### src/rtl/glitch_filter.sv
// Optional 2-flop synchronizer followed by a stability filter: the output only
// follows the input once it has held a new level for LEN consecutive cycles.
module glitch_filter #(
  parameter int   LEN               = 2,
  parameter logic RST_VAL           = 1'b1,
  parameter bit   WITH_SYNCHRONIZER = 1'b1
) (
  input  logic clk,
  input  logic rst,
  input  logic d_i,
  output logic q_o
);

  localparam int CW = (LEN > 1) ? $clog2(LEN) : 1;

  logic          s;
  logic [CW-1:0] cnt_q, cnt_d;
  logic          out_q, out_d;

  if (WITH_SYNCHRONIZER) begin : g_sync
    logic [1:0] sync_q;
    always_ff @(posedge clk or posedge rst) begin
      if (rst) sync_q <= {2{RST_VAL}};
      else     sync_q <= {sync_q[0], d_i};
    end
    assign s = sync_q[1];
  end else begin : g_nosync
    assign s = d_i;
  end

  always_comb begin
    cnt_d = cnt_q;
    out_d = out_q;
    if (s == out_q) begin
      cnt_d = '0;
    end else if (cnt_q == CW'(LEN - 1)) begin
      out_d = s;
      cnt_d = '0;
    end else begin
      cnt_d = cnt_q + CW'(1);
    end
  end

  always_ff @(posedge clk or posedge rst) begin
    if (rst) begin
      cnt_q <= '0;
      out_q <= RST_VAL;
    end else begin
      cnt_q <= cnt_d;
      out_q <= out_d;
    end
  end

  assign q_o = out_q;

endmodule

### src/rtl/uart_autobaud.sv
// Measures a 0x55 sync character and produces the UART divider (bit period - 2).
// States: IDLE wait start | WAIT_HIGH 16 idle-high cycles | ARMED wait 1st fall | MEASURE count to 5th fall | CALC divider
module uart_autobaud #(
  parameter int DIV_WIDTH     = 8,
  parameter int GLITCH_FILTER = 2
) (
  input  logic                 clk,
  input  logic                 rst,
  input  logic                 rx,
  input  logic                 start,
  output logic [DIV_WIDTH-1:0] div,
  output logic                 div_valid,
  output logic                 busy,
  output logic                 err
);

  localparam int CNT_W = DIV_WIDTH + 4;
  localparam int P_W   = CNT_W - 2;
  localparam logic [P_W-1:0] P_MIN = P_W'(3);
  localparam logic [P_W-1:0] P_MAX = P_W'((1 << DIV_WIDTH) + 1);

  typedef enum logic [2:0] {
    S_IDLE,
    S_WAIT_HIGH,
    S_ARMED,
    S_MEASURE,
    S_CALC
  } state_e;

  state_e               state_q, state_d;
  logic [3:0]           hi_cnt_q, hi_cnt_d;
  logic [CNT_W-1:0]     cyc_q, cyc_d;
  logic [2:0]           edge_q, edge_d;
  logic [DIV_WIDTH-1:0] div_q, div_d;
  logic                 div_valid_q, div_valid_d;
  logic                 err_q, err_d;
  logic                 rx_val;
  logic                 rx_prev_q;
  logic                 fall;
  logic [CNT_W:0]       cyc_sum;
  logic [P_W-1:0]       p;

  if (GLITCH_FILTER > 0) begin : g_filter
    glitch_filter #(
      .LEN              (GLITCH_FILTER),
      .RST_VAL          (1'b1),
      .WITH_SYNCHRONIZER(1'b1)
    ) u_glitch_filter (
      .clk(clk),
      .rst(rst),
      .d_i(rx),
      .q_o(rx_val)
    );
  end else begin : g_sync
    logic [1:0] sync_q;
    always_ff @(posedge clk or posedge rst) begin
      if (rst) sync_q <= 2'b11;
      else     sync_q <= {sync_q[0], rx};
    end
    assign rx_val = sync_q[1];
  end

  always_ff @(posedge clk or posedge rst) begin
    if (rst) rx_prev_q <= 1'b1;
    else     rx_prev_q <= rx_val;
  end

  assign fall    = rx_prev_q & ~rx_val;
  assign cyc_sum = {1'b0, cyc_q} + (CNT_W + 1)'(1);
  // Rounded bit period: N spans 8 bit times.
  assign p       = P_W'(({1'b0, cyc_q} + (CNT_W + 1)'(4)) >> 3);

  always_comb begin
    state_d     = state_q;
    hi_cnt_d    = hi_cnt_q;
    cyc_d       = cyc_q;
    edge_d      = edge_q;
    div_d       = div_q;
    div_valid_d = div_valid_q;
    err_d       = 1'b0;
    case (state_q)
      S_IDLE: begin
        if (start) begin
          div_valid_d = 1'b0;
          hi_cnt_d    = 4'd15;
          state_d     = S_WAIT_HIGH;
        end
      end
      S_WAIT_HIGH: begin
        if (!rx_val) begin
          hi_cnt_d = 4'd15;
        end else if (hi_cnt_q == 4'd0) begin
          state_d = S_ARMED;
        end else begin
          hi_cnt_d = hi_cnt_q - 4'd1;
        end
      end
      S_ARMED: begin
        if (fall) begin
          cyc_d   = '0;
          edge_d  = 3'd1;
          state_d = S_MEASURE;
        end
      end
      S_MEASURE: begin
        // Overflow wins over a coincident fall strobe.
        if (cyc_sum[CNT_W]) begin
          err_d       = 1'b1;
          div_valid_d = 1'b0;
          state_d     = S_IDLE;
        end else begin
          cyc_d = cyc_sum[CNT_W-1:0];
          if (fall) begin
            edge_d = edge_q + 3'd1;
            if (edge_q == 3'd4) state_d = S_CALC;
          end
        end
      end
      S_CALC: begin
        if (p < P_MIN || p > P_MAX) begin
          err_d = 1'b1;
        end else begin
          div_d       = DIV_WIDTH'(p - P_W'(2));
          div_valid_d = 1'b1;
        end
        state_d = S_IDLE;
      end
      default: state_d = S_IDLE;
    endcase
  end

  always_ff @(posedge clk or posedge rst) begin
    if (rst) begin
      state_q     <= S_IDLE;
      hi_cnt_q    <= '0;
      cyc_q       <= '0;
      edge_q      <= '0;
      div_q       <= '0;
      div_valid_q <= 1'b0;
      err_q       <= 1'b0;
    end else begin
      state_q     <= state_d;
      hi_cnt_q    <= hi_cnt_d;
      cyc_q       <= cyc_d;
      edge_q      <= edge_d;
      div_q       <= div_d;
      div_valid_q <= div_valid_d;
      err_q       <= err_d;
    end
  end

  assign div       = div_q;
  assign div_valid = div_valid_q;
  assign busy      = (state_q != S_IDLE);
  assign err       = err_q;

endmodule

### config.mk
export PLATFORM = sky130hd
export DESIGN_NAME = uart_autobaud
export DESIGN_NICKNAME = d
export VERILOG_FILES = /design/src/rtl/glitch_filter.sv /design/src/rtl/uart_autobaud.sv
export SDC_FILE = /design/constraint.sdc
export NUM_CORES = 1
export LEC_CHECK = 0
export ABC_AREA = 1
export BUFFER_PORTS_ARGS = -buffer_cell sky130_fd_sc_hd__buf_2
export CAP_MARGIN = 20
export CORE_AREA = 2 2 84 70
export DETAILED_ROUTE_END_ITERATION = 10
export DIE_AREA = 0 0 86 72
export SLEW_MARGIN = 20
export SYNTH_ARGS = -nofsm -noshare
export SYNTH_HDL_FRONTEND = slang
export SYNTH_SLANG_ARGS = --single-unit
export TNS_END_PERCENT = 30
### constraint.sdc
create_clock -name clk -period 2.9 [get_ports clk]
set_input_delay 0.58 -clock clk [delete_from_list [all_inputs] [get_ports clk]]
set_output_delay 0.58 -clock clk [all_outputs]
set_load 0.05 [all_outputs]
==> run_results.csv <==
group,metric,value,unit
outcome,status,"finished, final reports clean",
timing,timing.hold.ws,0.3587,ns
power,power_density,630.6,nW/um^2
power,ir_drop,353.4,uV
detailed_routing,dr_total_vias,1821,
power,total_power,1.599,mW
setup_path,worst_ep_required_time,3.09,ns
power,power.switching,0.6539,mW
synthesis,avgSynthCellArea,7.887,um^2
place,port_buffers,14,
detailed_routing,drt_first_pass_iters,4,
cts,clkSlewWorstSetupHoldPaths,0.07,ns
place,dp_slack,0.6417,ns
synthesis,yosysWarnings,0,
timing,setup_violations,0,
timing,slew_headroom,68.55,%
final_layout,fin_util,47.72,%
cts,cts-root-buf,"clkbuf_8",
timing,final_max_slew_viol_count,0,
detailed_routing,drc,0,
floorplan,die_w,86,um
grt,overflow,0,
timing,fmax,0.4371,GHz
timing,tns,0,ns
detailed_routing,ant_nets,0,
grt,grt_pass1_wl,8024,um
power,internal_power,0.9455,mW
synthesis,syn-cell-area,2311,um^2
floorplan,rows,24,
timing,finalClockSkew,0.009557,ns
power,p_sw_share,40.88,%
synthesis,ys_seq_elements,37,
floorplan,coreArea,5315,um^2
floorplan,io_pins,15,
floorplan,dieArea,6192,um^2
power,p_leak,1.279,nW
final_layout,final_common_cell,"nand2_1",
setup_path,critical_path_class,"flop to flop",
cts,cts_setup_buffers,0,
min_path,hold_path_class,"flop to flop",
cts,clk_latency,0.29,ns
final_layout,diodes,0,
grt,grtUsageTotal,16.34,%
detailed_routing,drtIter0Drc,85,
floorplan,die_height,72,um
setup_path,end_kind,"flop",
synthesis,syn_inst,293,
detailed_routing,routed_via_density,4.830,
final_layout,drive_gt1_share,20.19,%
cts,tritoncts,"built",
grt,antenna_found_initial,0,
final_layout,synthToLayoutAreaGrowth,9.745,%
timing,worst_slack,0.6119,ns
power,p_comb_share,33.8,%
job,drv_cap,0,
synthesis,syn-num-nets,303,
timing,post-route-period-util,78.90,%
timing,min_period,2.288,ns
place,gp_congestion,0.8276,
setup_path,cp_max_fo,11,
detailed_routing,post_drt_wl_per_cell,12.21,um
cts,cts_made_buffers,5,
grt,grt_pass1_vias,1669,
final_layout,final_cell_mix,"82 x nand2_1, 33 x dfrtp_1, 31 x inv_1, 24 x nor2_1, 20 x nand3_1",
detailed_routing,drt-total-wl,4605,um
synthesis,seq_area_frac_synth,40.28,%
grt,grt_start_max_net_pins,38,
timing,hold_viol,0,
place,dp_hpwl,3445,um
cts,cts-resized-gates,0,
power,pwr-share-clk,22.3,%
setup_path,arrival,2.47,ns
cts,clk_path_buf_depth,2,
setup_path,startpoint_type,"flop",
synthesis,synth_cell_types,36,
cts,htreeDepth,2,
power,seqPwrFrac,43.9,%
cts,cts_sinks,37,
timing,tightest_slew,0.4706,ns
timing,rsz0062_at_grt,"false",
floorplan,initial_core_util,43.48,%
cts,cts_hold_buf,0,
final_layout,nets,321,
[cell type report]
type                       instances  area, um^2
clock buffer                       5       68.82
clock inverter                     3       17.52
fill                             507        2779
inverter                          36       135.1
multi-input combinational        215        1217
sequential                        37       930.9
tap                               65       81.33
timing repair buffer              16       85.08
[final timing paths]
path / slack, ns / to / from / depth (start not counted)
max reg2reg: 0.61 / cyc_q[2] / cyc_q[3] / 14
max in group asynchronous: 2.15 / g_filter.u_glitch_filter.g_sync.sync_q[0] / rst / 3
max: 0.61 / cyc_q[2] / cyc_q[3] / 14
min reg2reg: 0.36 / g_filter.u_glitch_filter.g_sync.sync_q[1] / g_filter.u_glitch_filter.g_sync.sync_q[0] / 0
min in group asynchronous: 0.38 / hi_cnt_q[2] / rst / 3
min: 0.36 / g_filter.u_glitch_filter.g_sync.sync_q[1] / g_filter.u_glitch_filter.g_sync.sync_q[0] / 0
[kinds of logic after synthesis]
group / count (synthesis) / synth area share [%]
and+or+nand+nor: 168 / 35.79
buffers and inverters: 41 / 7.038
DFF: 37 / 40.28
AOI/OAI and AO/OA: 27 / 8.229
xor gates and xnor gates: 13 / 4.927
adders and majority gates: 6 / 3.248
muxes: 1 / 0.4872
[power groups by stage]
| stage | Sequential [mW] | Combinational [mW] | Clock, mW |
|---|---|---|---|
| final | 0.702 | 0.541 | 0.356 |
| after global routing | 0.721 | 0.624 | 0.396 |
| after CTS | 0.702 | 0.543 | 0.374 |
| after detailed placement | 0.711 | 0.539 | 0 |
| after global placement | 0.707 | 0.538 | 0 |
| after floorplan | 0.697 | 0.431 | 0 |
[cells in the mapped netlist]
cell type  number  share of area [%]
dfrtp_1        33                 36
nand3_4         1               0.76
mux2_2          1               0.49
nand2_2         5                1.4
inv_2           5               0.81
nor3_1          4               0.87
a21oi_2         1               0.38
buf_4           2               0.65
buf_2           1               0.22
nor4_1          1               0.27
nor2_4          3                1.5
xnor2_1         4                1.5
a22oi_1         1               0.32
o21ai_0         7                1.5
nand3_2         4                1.7
o21bai_2        1               0.49
inv_1          31                5.0
nor2_2          5                1.4
nand2_1        82                 13
ha_1            6                3.2
o31ai_1         6                1.9
o22ai_1         3               0.81
and2_1          1               0.27
or2_2           1               0.27
o21ai_1         4               0.87
dfstp_2         4                4.5
nand3_1        20                4.3
nor2_1         24                3.9
a21oi_4         1               0.70
xor2_1          9                3.4
o21bai_1        1               0.32
nand2_4         6                2.9
clkbuf_1        2               0.32
o2111ai_2       1               0.65
nand4_1        11                3.0
a21oi_1         1               0.22
[state kept, by name (all words and copies together) (netlist names)]
signal,count
rx_prev_q,1
g_filter.u_glitch_filter.q_o,1
err,1
div,8
hi_cnt_q,4
div_valid,1
g_filter.u_glitch_filter.cnt_q,1
state_q,3
g_filter.u_glitch_filter.g_sync.sync_q,2
cyc_q,12
edge_q,3
[critical path, cell delays in order, from the launching register on]
cell	delay (ns)
dfrtp_1	0.44
ha_1	0.26
nand2_1	0.13
inv_2	0.12
nand2_2	0.07
nor2_2	0.15
nand2_1	0.10
nor2_2	0.13
nor2_1	0.05
nand2_1	0.32
inv_2	0.14
nand2_2	0.10
nand2_1	0.05
nand2_1	0.05
nor2_1	0.04
[layer usage]
metal	up-vias	wire, um	GRT usage [%]
li1	982	-	-
met1	803	2524	24.23
met2	30	1871	23.77
met3	6	161	3.754
met4	0	47	4.762
met5	-	0	0
[stage by stage]
| stage | instances | instance area (um^2) |
|---|---|---|
| 6_report | 377 | 2536 |
| 5_1_grt | 377 | 2536 |
| 4_1_cts | 377 | 2536 |
| 3_5_place_dp | 369 | 2450 |
| 3_3_place_gp | 369 | 2450 |
| 2_1_floorplan | 293 | 2311 |
Note: power is estimated with default switching activity, not from simulation.
